<file path="src/rtl/regfile_mp.sv">
// Multi-read-port register file with write-to-read bypass
// and a per-register pending-write scoreboard.
module regfile_mp #(
  parameter int XLEN = 16,
  parameter int NREG = 8,
  parameter int NRD = 2,
  parameter int ZERO_REG = 1,
  parameter int BYPASS = 1,
  localparam int AW = $clog2(NREG)
) (
  input  logic clk,
  input  logic rst,
  input  logic wr_en,
  input  logic [AW-1:0] wr_addr_in,
  input  logic [XLEN-1:0] wr_data_in,
  input  logic issue_en,
  input  logic [AW-1:0] issue_addr_in,
  input  logic flush,
  input  logic [NRD*AW-1:0] rd_addr_in,
  output logic [NRD*XLEN-1:0] rd_data_o,
  output logic [NRD-1:0] rd_busy_o,
  output logic [AW:0] busy_cnt_o
);

  logic [XLEN-1:0] regs [NREG];
  logic [NREG-1:0] busy;
  logic [NREG-1:0] busy_nxt;
  logic [AW:0] cnt_nxt;
  logic wr_ok;
  logic issue_ok;

  assign wr_ok = wr_en &&
    !(ZERO_REG == 1 && wr_addr_in == '0);
  assign issue_ok = issue_en &&
    !(ZERO_REG == 1 && issue_addr_in == '0);

  // A new issue supersedes a same-cycle writeback clear.
  always_comb begin
    busy_nxt = busy;
    if (flush) begin
      busy_nxt = '0;
    end else begin
      if (wr_ok) busy_nxt[wr_addr_in] = 1'b0;
      if (issue_ok) busy_nxt[issue_addr_in] = 1'b1;
    end
  end

  always_comb begin
    cnt_nxt = '0;
    for (int r = 0; r < NREG; r++) begin
      cnt_nxt = cnt_nxt + (AW+1)'(busy_nxt[r]);
    end
  end

  always_ff @(posedge clk or posedge rst) begin
    if (rst) begin
      for (int r = 0; r < NREG; r++) begin
        regs[r] <= '0;
      end
      busy <= '0;
      busy_cnt_o <= '0;
    end else begin
      if (wr_ok) regs[wr_addr_in] <= wr_data_in;
      busy <= busy_nxt;
      busy_cnt_o <= cnt_nxt;
    end
  end

  for (genvar i = 0; i < NRD; i++) begin : g_rd
    logic [AW-1:0] a;
    logic [XLEN-1:0] d;
    logic b;

    assign a = rd_addr_in[i*AW +: AW];

    always_comb begin
      d = regs[a];
      b = busy[a];
      if (BYPASS == 1 && wr_ok &&
          wr_addr_in == a) begin
        d = wr_data_in;
        b = 1'b0;
      end
      if (ZERO_REG == 1 && a == '0) begin
        d = '0;
        b = 1'b0;
      end
      // Bypassed write data must not leak out during reset.
      if (rst) begin
        d = '0;
        b = 1'b0;
      end
    end

    assign rd_data_o[i*XLEN +: XLEN] = d;
    assign rd_busy_o[i] = b;
  end

endmodule

</file>
<file path="config.mk">
export PLATFORM = sky130hd
export DESIGN_NAME = regfile_mp
export DESIGN_NICKNAME = d
export VERILOG_FILES = /design/src/rtl/regfile_mp.sv
export SDC_FILE = /design/constraint.sdc
export NUM_CORES = 1
export LEC_CHECK = 0
export CAP_MARGIN = 10
export CELL_PAD_IN_SITES_DETAIL_PLACEMENT = 1
export CELL_PAD_IN_SITES_GLOBAL_PLACEMENT = 2
export CORE_UTILIZATION = 40
export DETAILED_ROUTE_END_ITERATION = 8
export PLACE_DENSITY_LB_ADDON = 0.1
export SLEW_MARGIN = 40
export SYNTH_ARGS = -nofsm -noshare
export SYNTH_HDL_FRONTEND = slang
export SYNTH_SLANG_ARGS = --single-unit
</file>
<file path="constraint.sdc">
create_clock -name clk -period 6.5 [get_ports clk]
set_input_delay 1.3 -clock clk [delete_from_list [all_inputs] [get_ports clk]]
set_output_delay 1.3 -clock clk [all_outputs]
set_load 0.02 [all_outputs]
</file>
==> qor_table.md <==
| Stage | Item | This run |
| --- | --- | --- |
| run status | Status | finished clean |
| timing | Min Clock Period, post-route | 5.64 ns |
| setup path | Data arrival time of the critical path | 4.34 ns |
| placed design | HPWL after detailed placement | 13900 um |
| layout | Flip-flop and latch area | 3500 um2 |
| job | Count of max-cap constraint violations | 0 |
| timing | Period Utilization, post-route | 86.8% |
| floorplanning | Height of the die | 143 um |
| layout | Multi-input gate area in the final layout | 4150 um2 |
| synthesis | Ys Warns | 0 |
| layout | Most used cells in the layout excluding fill and tap cells | dfrtp_1 (140), mux2_2 (114), mux4_2 (68) |
| timing | Count of pins over their slew limit | 0 |
| layout | Count of fill cells added during filler insertion | 1971 |
| synthesis | Synthesized Nets | 604 |
| placed design | Placed Instances | 858 |
| cts | CTS tree | yes |
| drt | Violation count after the first detailed-routing iteration | 275 |
| placed design | Number of port buffers | 70 |
| layout | Utilization of the core after routing | 48.6% |
| timing | Count of endpoints failing setup in the final report | 0 |
| cts | Clock sink count | 140 |
| floorplanning | Die ar. | 20500 um2 |
| drt | DRT Wirelength | 23200 um |
| min path | Depth of the worst hold-timing path | 0 |
| setup path | Crit. End Element | output port |
| floorplanning | FP Rows | 51 |
| layout | Fraction of layout instances using a drive strength above 1 | 39.0% |
| synthesis | Proportion of register bits with asynchronous set or reset after synthesis | 100% |
| cts | Clk root buf | clkbuf_16 |
| drt | Total via count in the routed design | 5289 |
| drt | Number of optimization iterations in the first detailed-route pass | 4 |
| synthesis | Area share of the largest cell type after synthesis | 43.9% |
| setup path | Required @ worst endpoint | 5.20 ns |
| timing | Setup_tns | 0 ns |
| synthesis | Flip-flop and latch count after synthesis | 140 |
| drt | Routed wirelength normalized by instance count | 26.1 um |
| synthesis | Number of standard cells after synthesis | 564 |
| floorplanning | Initial cell density of the core | 40.9% |
| cts | Post-CTS sizing | 0 |
| placed design | Routability cong. | 0.734 |
| synthesis | Netlist area before placement | 7980 um2 |
| timing | Final hold viol count | 0 |
| setup path | CP Launch Type | input pin |
| drt | Via density per instance | 5.94 |
| setup path | Depth of the worst register-to-register path | 11 |
| global route | GRT Util Overall | 24.9% |
| layout | Post-route non-filler standard cell count | 891 |
| synthesis | Main synth FF type | dfrtp_1 |
| synthesis | Number of flops mapped to enable cells by yosys | 0 |
| min path | Type of the worst min-delay path | register to register |
| layout | Antenna diode instance count | 0 |
| layout | Net count reported at finish | 653 |
| global route | Largest net degree at the start of global routing | 90 |
| power | Maximum ir drop on the vdd rail | 0.164 mV |
| timing | Transition at the pin with the smallest max-transition slack | 0.778 ns |
| layout | Layout area overhead | 18.8% |
| timing | Slew headroom | 48.2% |
| setup path | Critical path peak fanout | 13 |
| setup path | Ordered list of cells on the worst path | clkdlybuf4s50_1, nor4b_1, o211ai_1, and2_1, buf_4, a211oi_1, clkdlybuf4s50_1 |
| floorplanning | Core region area | 19500 um2 |
| drt | Detail Route Antenna Nets | 0 |
| layout | Most common cell after layout, fill and taps aside | dfrtp_1 |
| floorplanning | Die extent in x | 143 um |
| setup path | Max incr delay on CP | 0.70 ns |
| setup path | Crit path top cell by count | clkdlybuf4s50_1 |
| timing | Setup repair after global routing missed its margin | no |
| global route | Remaining Overflow, GRT | 0 |
| setup path | Master of the slowest instance on the critical path | clkdlybuf4s50_1 |
| synthesis | Unique masters post-synth | 37 |
| synthesis | Post-Synthesis Mean Instance Area | 14.2 um2 |
| power | Power Density | 293 nW/um2 |
| cts | Worst-skew pair later-pin latency | 0.43 ns |
| synthesis | Post-synthesis sequential area ratio | 43.9% |
| timing | FMAX | 0.177 GHz |
| global route | Via count of the first global-routing pass | 5849 |
| floorplanning | Top-level port count | 71 |
| cts | Largest buffer count on any clock path | 2 |
| global route | Antenna violations before repair | 0 |
| synthesis | Cell taking the most area after synthesis | dfrtp_1 |
| power | Reported leakage power | 0.00396 uW |
| drt | DRC errors left | 0 |
| cts | Buffers inserted during post-CTS setup optimization | 0 |
| setup path | Crit Path Category | input pin to output port |
| cts | Num CTS Buffers | 17 |
| cts | Count of hold buffers inserted by post-cts repair | 0 |
| cts | Clock transition at the registers of the reported paths | 0.06 ns |
| cts | H-Tree Level Count | 4 |
| synthesis | Cell types occupying the most area after synthesis | dfrtp_1 (44%), mux4_2 (19%), mux2_2 (16%), mux2i_1 (4.0%), o211a_1 (2.0%) |
| timing | Worst clock skew on the final layout | 0.00956 ns |
| global route | First-pass GRT wire length | 36100 um |
==> layout make-up <==
cell class                 instances  share of cell area (%)
sequential                       140                    36.9
multi-input combinational        350                    43.8
inverter                          11                   0.514
clock buffer                      21                    4.85
tap                              265                    3.50
timing repair buffer              93                    9.21
clock inverter                    11                    1.24
==> worst paths after layout <==
| kind | slack, ns | from | end |
|---|---|---|---|
| worst min-delay path | 0.39 | regs[114] | regs[114] |
| worst max-delay path | 0.86 | wr_addr_in[1] | rd_data_o[29] |
| min in group asynchronous | 1.43 | rst | regs[81] |
| worst min register to register | 0.39 | regs[114] | regs[114] |
| max in group asynchronous | 3.94 | rst | regs[54] |
| worst max register to register | 3.30 | busy[1] | busy_cnt_o[2] |
==> registers in the layout, indices dropped and copies added, names as in the netlist <==
| signal | flops |
|---|---|
| busy | 8 |
| regs | 128 |
| busy_cnt_o | 4 |
==> power by group <==
group,internal [uW],switching [uW]
Sequential,1030,114
Combinational,387,274
Clock,583,387
Total,2000,775
==> per-layer routing <==
metal / vias up / track usage (%) / routed length (um)
met5: - / 0 / 0
met4: 0 / 7.00 / 354
met3: 26 / 5.10 / 1010
met2: 139 / 40.2 / 11600
met1: 2854 / 34.1 / 10300
li1: 2270 / - / -
==> logic make-up (layout without fill, tap and decap cells) <==
family	count (synthesis)	count (layout)	share of synthesized area [%]
XOR/XNOR	5	5	0.548
flip-flops	140	140	43.9
buffers and inverters	74	136	4.20
AO/OA/AOI/OAI	79	79	7.26
multiplexers	214	214	39.3
adder cells (fa/ha/maj)	7	7	1.47
AND/OR/NAND/NOR	45	45	3.37
==> through the flow <==
| step | area (um2) | total power, uW | worst slack [ns] | hold WS, ns |
|---|---|---|---|---|
| 6_report | 9490 | 2780 | 0.860 | 0.394 |
| 3_5_place_dp | 8880 | 1820 | 0.944 | 0.383 |
| 2_1_floorplan | 7980 | 1590 | 1.45 | 0.441 |
| 3_3_place_gp | 8880 | 1790 | 1.07 | 0.376 |
| 5_1_grt | 9490 | 2910 | 0.673 | 0.411 |
| 4_1_cts | 9460 | 2800 | 0.911 | 0.397 |
==> synthesized netlist by cell type, types with 2 or more instances <==
cell / instances
dfrtp_1: 140
mux2_2: 114
mux4_2: 68
clkbuf_1: 38
mux2i_1: 32
a21oi_1: 23
buf_2: 19
o211ai_1: 17
a211oi_1: 16
o211a_1: 16
inv_1: 11
nand2_1: 8
nor2b_1: 6
nand3_1: 5
xnor2_1: 5
a21o_1: 4
fa_1: 4
nor2_1: 4
and2_1: 3
buf_4: 3
buf_6: 3
ha_1: 3
nand4_1: 3
and3_1: 2
and3b_1: 2
nand3b_1: 2
nor3_1: 2
or2_2: 2
==> critical path, delay by kind of cell <==
kind,cells,cell delay [ns]
simple gates,2,0.75
compound gates,2,0.63
buf+inv,3,1.65
Note: power is estimated with default switching activity, not from simulation.
